===== src/rtl/phys_reg_release_queue_pkg.sv =====
// Shared superscalar types for the physical-register release queue.
// Consumed by phys_reg_release_queue (optional flush FSM under RELEASE_QUEUE_FLUSH_EN).
package phys_reg_release_queue_pkg;
   localparam int PRQ_DEPTH       = 32;
   localparam int PRQ_TAG_W       = 5;
   localparam int PHYS_ADDR_WIDTH = 6;

   typedef struct packed {
      logic                       valid;
      logic                       done;
      logic                       has_rd;
      logic [PHYS_ADDR_WIDTH-1:0] new_phys;
      logic [PHYS_ADDR_WIDTH-1:0] old_phys;
   } prq_entry_t;

   typedef enum logic {RUN, FLUSH} prq_state_e;
endpackage


===== src/rtl/phys_reg_release_queue_if.sv =====
// Rename-side alloc, writeback completion and RAT commit/free bundle of the release queue.
interface phys_reg_release_queue_if
   import phys_reg_release_queue_pkg::*;
#(parameter int TAG_W = PRQ_TAG_W);
   logic [2:0]                 alloc_valid;
   logic [2:0]                 alloc_has_rd;
   logic [PHYS_ADDR_WIDTH-1:0] alloc_new_phys_0, alloc_new_phys_1, alloc_new_phys_2;
   logic [PHYS_ADDR_WIDTH-1:0] alloc_old_phys_0, alloc_old_phys_1, alloc_old_phys_2;
   logic                       alloc_ready;
   logic [TAG_W-1:0]           alloc_tag_0, alloc_tag_1, alloc_tag_2;
   logic [2:0]                 cmpl_valid;
   logic [TAG_W-1:0]           cmpl_tag_0, cmpl_tag_1, cmpl_tag_2;
   logic [2:0]                 commit_valid;
   logic [PHYS_ADDR_WIDTH-1:0] free_phys_reg_0, free_phys_reg_1, free_phys_reg_2;
   logic [1:0]                 retire_count;
   logic                       queue_empty;
   logic [TAG_W:0]             queue_count;

   modport master (
      output alloc_valid, alloc_has_rd, alloc_new_phys_0, alloc_new_phys_1, alloc_new_phys_2,
             alloc_old_phys_0, alloc_old_phys_1, alloc_old_phys_2,
             cmpl_valid, cmpl_tag_0, cmpl_tag_1, cmpl_tag_2,
      input  alloc_ready, alloc_tag_0, alloc_tag_1, alloc_tag_2, commit_valid,
             free_phys_reg_0, free_phys_reg_1, free_phys_reg_2, retire_count,
             queue_empty, queue_count
   );

   modport slave (
      input  alloc_valid, alloc_has_rd, alloc_new_phys_0, alloc_new_phys_1, alloc_new_phys_2,
             alloc_old_phys_0, alloc_old_phys_1, alloc_old_phys_2,
             cmpl_valid, cmpl_tag_0, cmpl_tag_1, cmpl_tag_2,
      output alloc_ready, alloc_tag_0, alloc_tag_1, alloc_tag_2, commit_valid,
             free_phys_reg_0, free_phys_reg_1, free_phys_reg_2, retire_count,
             queue_empty, queue_count
   );
endinterface


===== src/rtl/phys_reg_release_queue_lead_done_counter.sv =====
// Counts leading set bits (0-3) in a 3-entry window, capped at queue occupancy.
module prq_lead_done_counter #(
   parameter int CNT_W = 6
) (
   input  logic [2:0]       done,
   input  logic [CNT_W-1:0] count,
   output logic [1:0]       k
);
   always_comb begin
      k = 2'd0;
      if (done[0] && count >= CNT_W'(1)) begin
         k = 2'd1;
         if (done[1] && count >= CNT_W'(2)) begin
            k = 2'd2;
            if (done[2] && count >= CNT_W'(3)) k = 2'd3;
         end
      end
   end
endmodule


===== src/rtl/phys_reg_release_queue.sv =====
// In-order release queue: retires up to 3 done entries/cycle and frees displaced phys regs.
// RELEASE_QUEUE_FLUSH_EN adds a flush input that unwinds youngest entries, freeing new_phys.
module phys_reg_release_queue
   import phys_reg_release_queue_pkg::*;
#(
   parameter int DEPTH = PRQ_DEPTH,
   parameter int TAG_W = $clog2(DEPTH)
) (
   input logic clk,
   input logic reset,
`ifdef RELEASE_QUEUE_FLUSH_EN
   input logic flush,
`endif
   phys_reg_release_queue_if.slave bus
);
   localparam int CW = TAG_W + 1;

   prq_entry_t                        ent [DEPTH];
   logic [CW-1:0]                     head, tail, count;
   logic [2:0][PHYS_ADDR_WIDTH-1:0]   a_new, a_old, free_q;
   logic [2:0][TAG_W-1:0]             c_tag, a_tag, h_idx, t_idx;
   logic [2:0][1:0]                   a_off;
   logic [1:0]                        n_alloc, k, rcnt_q;
   logic [2:0]                        lead_bits, commit_q;
   logic                              flushing, flush_req, alloc_ready_c;

   assign a_new = {bus.alloc_new_phys_2, bus.alloc_new_phys_1, bus.alloc_new_phys_0};
   assign a_old = {bus.alloc_old_phys_2, bus.alloc_old_phys_1, bus.alloc_old_phys_0};
   assign c_tag = {bus.cmpl_tag_2, bus.cmpl_tag_1, bus.cmpl_tag_0};

`ifdef RELEASE_QUEUE_FLUSH_EN
   prq_state_e state;
   assign flushing  = (state == FLUSH);
   assign flush_req = flush && (state == RUN);
`else
   assign flushing  = 1'b0;
   assign flush_req = 1'b0;
`endif

   // Extra MSB on head/tail keeps full and empty distinct after wrap.
   assign count         = tail - head;
   assign alloc_ready_c = !flushing && (((CW+1)'(DEPTH) - {1'b0, count}) >= (CW+1)'(3));

   always_comb begin
      a_off[0] = 2'd0;
      a_off[1] = {1'b0, bus.alloc_valid[0]};
      a_off[2] = {1'b0, bus.alloc_valid[0]} + {1'b0, bus.alloc_valid[1]};
      n_alloc  = a_off[2] + {1'b0, bus.alloc_valid[2]};
   end

   for (genvar i = 0; i < 3; i++) begin : g_lane
      assign a_tag[i]     = tail[TAG_W-1:0] + TAG_W'(a_off[i]);
      assign h_idx[i]     = head[TAG_W-1:0] + TAG_W'(i);
      assign t_idx[i]     = tail[TAG_W-1:0] - TAG_W'(i + 1);
      // While flushing every occupied entry is poppable, so count valids from the tail.
      assign lead_bits[i] = flushing ? ent[t_idx[i]].valid : ent[h_idx[i]].done;
   end

   prq_lead_done_counter #(.CNT_W(CW)) u_lead (
      .done  (lead_bits),
      .count (count),
      .k     (k)
   );

   always_ff @(posedge clk or negedge reset) begin
      if (!reset) begin
         for (int i = 0; i < DEPTH; i++) ent[i] <= '0;
         head     <= '0;
         tail     <= '0;
         commit_q <= '0;
         free_q   <= '0;
         rcnt_q   <= '0;
`ifdef RELEASE_QUEUE_FLUSH_EN
         state    <= RUN;
`endif
      end else begin
         commit_q <= '0;
         free_q   <= '0;
         rcnt_q   <= '0;
         if (flushing) begin
            for (int j = 0; j < 3; j++) begin
               if (2'(j) < k) begin
                  commit_q[j]    <= ent[t_idx[j]].has_rd;
                  free_q[j]      <= ent[t_idx[j]].new_phys;
                  ent[t_idx[j]]  <= '0;
               end
            end
            tail   <= tail - CW'(k);
            rcnt_q <= k;
`ifdef RELEASE_QUEUE_FLUSH_EN
            if (count == CW'(k)) state <= RUN;
`endif
         end else if (flush_req) begin
`ifdef RELEASE_QUEUE_FLUSH_EN
            state <= FLUSH;
`endif
         end else begin
            for (int j = 0; j < 3; j++)
               if (bus.cmpl_valid[j] && ent[c_tag[j]].valid) ent[c_tag[j]].done <= 1'b1;
            // k comes from pre-edge done bits, so a same-edge completion at head waits a cycle.
            for (int j = 0; j < 3; j++) begin
               if (2'(j) < k) begin
                  commit_q[j]   <= ent[h_idx[j]].has_rd;
                  free_q[j]     <= ent[h_idx[j]].has_rd ? ent[h_idx[j]].old_phys : '0;
                  ent[h_idx[j]] <= '0;
               end
            end
            head   <= head + CW'(k);
            rcnt_q <= k;
            if (alloc_ready_c) begin
               for (int i = 0; i < 3; i++)
                  if (bus.alloc_valid[i])
                     ent[a_tag[i]] <= '{valid: 1'b1, done: 1'b0, has_rd: bus.alloc_has_rd[i],
                                        new_phys: a_new[i], old_phys: a_old[i]};
               tail <= tail + CW'(n_alloc);
            end
         end
      end
   end

   assign bus.alloc_ready     = alloc_ready_c;
   assign bus.alloc_tag_0     = a_tag[0];
   assign bus.alloc_tag_1     = a_tag[1];
   assign bus.alloc_tag_2     = a_tag[2];
   assign bus.commit_valid    = commit_q;
   assign bus.free_phys_reg_0 = free_q[0];
   assign bus.free_phys_reg_1 = free_q[1];
   assign bus.free_phys_reg_2 = free_q[2];
   assign bus.retire_count    = rcnt_q;
   assign bus.queue_empty     = (count == '0);
   assign bus.queue_count     = count;
endmodule


===== src/flat_wrapper.sv =====
// flat-port wrapper written by rule: the top's interface ports become plain ports
module phys_reg_release_queue_flat import phys_reg_release_queue_pkg::*;
#(
   parameter int DEPTH = PRQ_DEPTH,
   parameter int TAG_W = $clog2(DEPTH)
)
  (clk, reset, bus_alloc_valid, bus_alloc_has_rd, bus_alloc_new_phys_0, bus_alloc_new_phys_1, bus_alloc_new_phys_2, bus_alloc_old_phys_0, bus_alloc_old_phys_1, bus_alloc_old_phys_2, bus_cmpl_valid, bus_cmpl_tag_0, bus_cmpl_tag_1, bus_cmpl_tag_2, bus_alloc_ready, bus_alloc_tag_0, bus_alloc_tag_1, bus_alloc_tag_2, bus_commit_valid, bus_free_phys_reg_0, bus_free_phys_reg_1, bus_free_phys_reg_2, bus_retire_count, bus_queue_empty, bus_queue_count);
  phys_reg_release_queue_if #(.TAG_W(TAG_W)) bus_i ();
  input logic clk;
  input logic reset;
  input wire logic [$bits(bus_i.alloc_valid)-1:0] bus_alloc_valid;
  input wire logic [$bits(bus_i.alloc_has_rd)-1:0] bus_alloc_has_rd;
  input wire logic [$bits(bus_i.alloc_new_phys_0)-1:0] bus_alloc_new_phys_0;
  input wire logic [$bits(bus_i.alloc_new_phys_1)-1:0] bus_alloc_new_phys_1;
  input wire logic [$bits(bus_i.alloc_new_phys_2)-1:0] bus_alloc_new_phys_2;
  input wire logic [$bits(bus_i.alloc_old_phys_0)-1:0] bus_alloc_old_phys_0;
  input wire logic [$bits(bus_i.alloc_old_phys_1)-1:0] bus_alloc_old_phys_1;
  input wire logic [$bits(bus_i.alloc_old_phys_2)-1:0] bus_alloc_old_phys_2;
  input wire logic [$bits(bus_i.cmpl_valid)-1:0] bus_cmpl_valid;
  input wire logic [$bits(bus_i.cmpl_tag_0)-1:0] bus_cmpl_tag_0;
  input wire logic [$bits(bus_i.cmpl_tag_1)-1:0] bus_cmpl_tag_1;
  input wire logic [$bits(bus_i.cmpl_tag_2)-1:0] bus_cmpl_tag_2;
  output wire logic [$bits(bus_i.alloc_ready)-1:0] bus_alloc_ready;
  output wire logic [$bits(bus_i.alloc_tag_0)-1:0] bus_alloc_tag_0;
  output wire logic [$bits(bus_i.alloc_tag_1)-1:0] bus_alloc_tag_1;
  output wire logic [$bits(bus_i.alloc_tag_2)-1:0] bus_alloc_tag_2;
  output wire logic [$bits(bus_i.commit_valid)-1:0] bus_commit_valid;
  output wire logic [$bits(bus_i.free_phys_reg_0)-1:0] bus_free_phys_reg_0;
  output wire logic [$bits(bus_i.free_phys_reg_1)-1:0] bus_free_phys_reg_1;
  output wire logic [$bits(bus_i.free_phys_reg_2)-1:0] bus_free_phys_reg_2;
  output wire logic [$bits(bus_i.retire_count)-1:0] bus_retire_count;
  output wire logic [$bits(bus_i.queue_empty)-1:0] bus_queue_empty;
  output wire logic [$bits(bus_i.queue_count)-1:0] bus_queue_count;
  assign bus_i.alloc_valid = bus_alloc_valid;
  assign bus_i.alloc_has_rd = bus_alloc_has_rd;
  assign bus_i.alloc_new_phys_0 = bus_alloc_new_phys_0;
  assign bus_i.alloc_new_phys_1 = bus_alloc_new_phys_1;
  assign bus_i.alloc_new_phys_2 = bus_alloc_new_phys_2;
  assign bus_i.alloc_old_phys_0 = bus_alloc_old_phys_0;
  assign bus_i.alloc_old_phys_1 = bus_alloc_old_phys_1;
  assign bus_i.alloc_old_phys_2 = bus_alloc_old_phys_2;
  assign bus_i.cmpl_valid = bus_cmpl_valid;
  assign bus_i.cmpl_tag_0 = bus_cmpl_tag_0;
  assign bus_i.cmpl_tag_1 = bus_cmpl_tag_1;
  assign bus_i.cmpl_tag_2 = bus_cmpl_tag_2;
  assign bus_alloc_ready = bus_i.alloc_ready;
  assign bus_alloc_tag_0 = bus_i.alloc_tag_0;
  assign bus_alloc_tag_1 = bus_i.alloc_tag_1;
  assign bus_alloc_tag_2 = bus_i.alloc_tag_2;
  assign bus_commit_valid = bus_i.commit_valid;
  assign bus_free_phys_reg_0 = bus_i.free_phys_reg_0;
  assign bus_free_phys_reg_1 = bus_i.free_phys_reg_1;
  assign bus_free_phys_reg_2 = bus_i.free_phys_reg_2;
  assign bus_retire_count = bus_i.retire_count;
  assign bus_queue_empty = bus_i.queue_empty;
  assign bus_queue_count = bus_i.queue_count;
  phys_reg_release_queue #(.DEPTH(DEPTH), .TAG_W(TAG_W)) u_core (.clk(clk), .reset(reset), .bus(bus_i));
endmodule

===== config.mk =====
export PLATFORM = sky130hd
export DESIGN_NAME = phys_reg_release_queue_flat
export DESIGN_NICKNAME = d
export VERILOG_FILES = /design/src/rtl/phys_reg_release_queue_pkg.sv /design/src/rtl/phys_reg_release_queue_if.sv /design/src/rtl/phys_reg_release_queue_lead_done_counter.sv /design/src/rtl/phys_reg_release_queue.sv /design/src/flat_wrapper.sv
export SDC_FILE = /design/constraint.sdc
export NUM_CORES = 2
export LEC_CHECK = 0
export BUFFER_PORTS_ARGS = -buffer_cell sky130_fd_sc_hd__buf_2
export CORE_UTILIZATION = 30
export DETAILED_ROUTE_END_ITERATION = 7
export GPL_TIMING_DRIVEN = 1
export PLACE_DENSITY = 0.43
export SETUP_SLACK_MARGIN = 0.5
export SLEW_MARGIN = 10
export SYNTH_ARGS = -nofsm -noshare
export SYNTH_HDL_FRONTEND = slang
export SYNTH_SLANG_ARGS = --single-unit

===== constraint.sdc =====
create_clock -name clk -period 7.59 [get_ports clk]
set_clock_uncertainty 0.2 [all_clocks]
set_input_delay 1.1385 -clock clk [delete_from_list [all_inputs] [get_ports clk]]
set_output_delay 1.1385 -clock clk [all_outputs]
set_load 0.02 [all_outputs]

==> results.yml <==
status:
  status: "complete, but fails checks"
  violations: "design-rule violations"
critical_path:
  critical_path.endpoint_type: "flip-flop"
  worstPathRequired_ns: 7.80
  crit_chain: "inv_1 -> ha_4 -> buf_4 -> mux2i_1 -> nand3_1 -> nand4_1 -> o221ai_2 -> nand2_1 -> nor4_2 -> a21boi_0"
  cpPeakStageDelay_ns: 1.27
  crit_slowest_cell: "nor4_2"
  crit_type: "reg2reg"
  worstPathMaxFanout: 39
  startpoint_type: "flip-flop"
  worstPathArrival_ns: 6.42
global_route:
  grt_max_degree: 194
  grt.total_usage_pct: 33.3
  grt_pass1_vias: 29500
  grt_antenna_before_repair: 5
  grt_pass1_wl_microns: 235000
  grt_overflow_total: 0
power:
  clockPowerShare_pct: 12.7
  p_leak_uw: 0.0117
  vdd_drop_max_v: 0.000449
  pwr-share-comb_pct: 66.8
  finalPower_uw: 17700
  pwr-share-seq_pct: 20.5
  intPower_uw: 7950
  p_per_area_nw_per_um2: 548
  netSwitchingFraction_pct: 55.1
  switchingPower_uw: 9760
clocking:
  cts_sinks: 323
  post-cts-setup-buffers: 0
  cts_root_buf: "clkbuf_16"
  postCtsHoldBufs: 0
  clkLatencyLatePin_ns: 0.63
  cts_buffers: 44
  cts_tree: "yes"
  cts_resized: 0
  cts_buffer_depth: 3
  htreeDepth: 2
  path_clk_slew_ns: 0.07
job:
  maxCapViolCount: 0
place:
  place_congestion: 1.00
  dpl.hpwl_microns: 118000
  place_ws_ns: 1.57
  io_buffers: 89
  place_area_sq_um: 30800
  dpl.cell_count: 4515
logic_synthesis:
  yosys-top-cells-area: "dfrtp_1 28%, mux4_2 15%, nand2_1 5.8%"
  synth_top_area_cell: "dfrtp_1"
  syn_area_sq_um: 29400
  synth_fa_ha_area_share_pct: 1.41
  async_flop_share_pct: 100
  ys_seq_elements: 323
  synth_nets: 3517
  syn_inst: 3425
  syn_avg_cell_area_sq_um: 8.58
  ys_warn_count: 0
  synth_top_family_by_area: "compound AO/OA/AOI/OAI gates"
  ys_types: 87
  synthMuxAreaShare_pct: 17.5
  synth_simple_gate_area_share_pct: 16.2
  synth-compound-area-share_pct: 30.7
  synth_top_area_share_pct: 27.5
  synth_edf_count: 0
  synth_ff_type: "dfrtp_1"
  synth_xor_area_share_pct: 0.890
  ys_seq_area_share_pct: 27.5
finish:
  layout-drive-gt1-share_pct: 16.2
  area_growth_pct: 9.95
  stdcell_count: 4595
  fin_nets: 3377
  design_area_sq_um: 32300
hold_path:
  worstHoldPathType: "in2async"
sta:
  finalWorstPathRequiredPeriod_ns: 6.21
  setup_viol: 0
  rsz0062_at_grt: "no"
  final_max_slew_viol_count: 0
  fmax_mhz: 161
  timing.final.ws_setup_ns: 1.38
  fin_setup_tns_ns: 0
  hold_violations: 0
  worst_pin_slew_ns: 1.38
  slew_headroom_pct: 6.94
  fin_crit_sh_pct: 81.8
floorplan:
  ios: 108
  fp.coreArea_sq_um: 96900
  die_area_sq_um: 99200
  die_x_microns: 315
  rows: 114
  die_h_microns: 315
  start_util_pct: 30.3
drt:
  ant_nets: 0
  drt-initial-drc-count: 5245
  drt-pass1-iter-count: 8
  wl_per_cell_microns: 36.6
  vias_per_cell: 6.93
  via_count: 31900
  drc: 25
  drt_wl_total_microns: 168000
-- cell usage in the layout, fill, tap and decap left out, types with 102 or more instances in the layout --
cell,instances
a21oi_1,160
a31oi_1,117
a32o_1,153
a32oi_1,113
buf_4,102
dfrtp_1,321
mux4_2,198
nand2_1,452
nand3_1,117
nor2_1,283
o21ai_0,335
-- registers in the layout, indices dropped and copies added (netlist names) --
register and flops:
u_core.head 6, u_core.ent 288, u_core.bus.retire_count 2, u_core.bus.commit_valid 3
u_core.bus.free_phys_reg_0 6, u_core.tail 6, u_core.bus.free_phys_reg_1 6, u_core.bus.free_phys_reg_2 6
-- metal layers --
metal / wire length, microns / GRT usage (%) / vias up
li1: - / - / 13000
met4: 9460 / 16.7 / 4
met5: 28 / 0 / -
met3: 18400 / 7.49 / 369
met1: 68000 / 45.5 / 16200
met2: 72400 / 49.3 / 2264
-- logic make-up after synthesis --
family,count (synthesis)
AO/OA/AOI/OAI,1283
AND/OR/NAND/NOR,1066
buffers and inverters,430
flip-flops,323
multiplexers,264
adder cells (fa/ha/maj),30
XOR/XNOR,29
-- through the flow --
stage	hold WS [ns]	utilization (%)
6_report	0.306	33.4
5_1_grt	0.347	33.3
4_1_cts	0.334	33.3
3_5_place_dp	0.324	31.8
3_3_place_gp	0.308	31.8
2_1_floorplan	0.283	-
-- worst max-delay path, delay by kind of cell (launching register included) --
family,cells,cell delay [ns]
flops,1,0.85
simple gates,4,2.03
mux,1,0.16
buf+inv,2,1.02
compound gates,2,1.14
fa+ha+maj,1,0.58
-- final cells by class --
cell class                      count  area, sq um
Tap cell                         1276         1600
Timing Repair Buffer              194         1280
Clock inverter                     16          214
Clock buffer                       62         1270
Multi-Input combinational cell   2672        19700
Antenna cell                        2         5.00
Fill cell                       10100        64500
Sequential cell                   323         8090
Inverter                           50          195
-- worst paths after layout --
kind / from / to / slack, ns / depth (start not counted)
min: reset / u_core.ent[299]$_DFF_PN0_ / 0.31 / 1
min reg2reg: u_core.head[5]$_DFF_PN0_ / u_core.head[5]$_DFF_PN0_ / 0.33 / 1
max in group asynchronous: reset / u_core.head[0]$_DFF_PN0_ / 5.34 / 2
max reg2reg: u_core.head[0]$_DFF_PN0_ / u_core.bus.free_phys_reg_2[4]$_DFF_PN0_ / 1.38 / 10
min in group clk: u_core.head[5]$_DFF_PN0_ / u_core.head[5]$_DFF_PN0_ / 0.33 / 1
max: u_core.head[0]$_DFF_PN0_ / u_core.bus.free_phys_reg_2[4]$_DFF_PN0_ / 1.38 / 10
-- Yosys cell counts (all sizes together), types with 20 or more instances --
library cell,n
a32o,153
clkbuf,290
and3,23
o21ai,351
nand3,117
o31ai,45
dfrtp,323
ha,25
o21a,45
nor3b,24
a31oi,117
a21oi,162
mux2i,51
a32oi,113
nand2,452
a22oi,20
inv,48
a211o,30
o211ai,35
nor2,289
nor3,63
o22ai,67
buf,90
mux4,198
-- power groups by stage --
stage,sequential (uW),combinational [uW],clock (uW)
3_5_place_dp,3600,11500,0
6_report,3630,11800,2260
2_1_floorplan,3040,7430,0
4_1_cts,3570,11500,2290
5_1_grt,3680,12300,2350
3_3_place_gp,3540,11400,0
(Power assumes the default switching activity.)
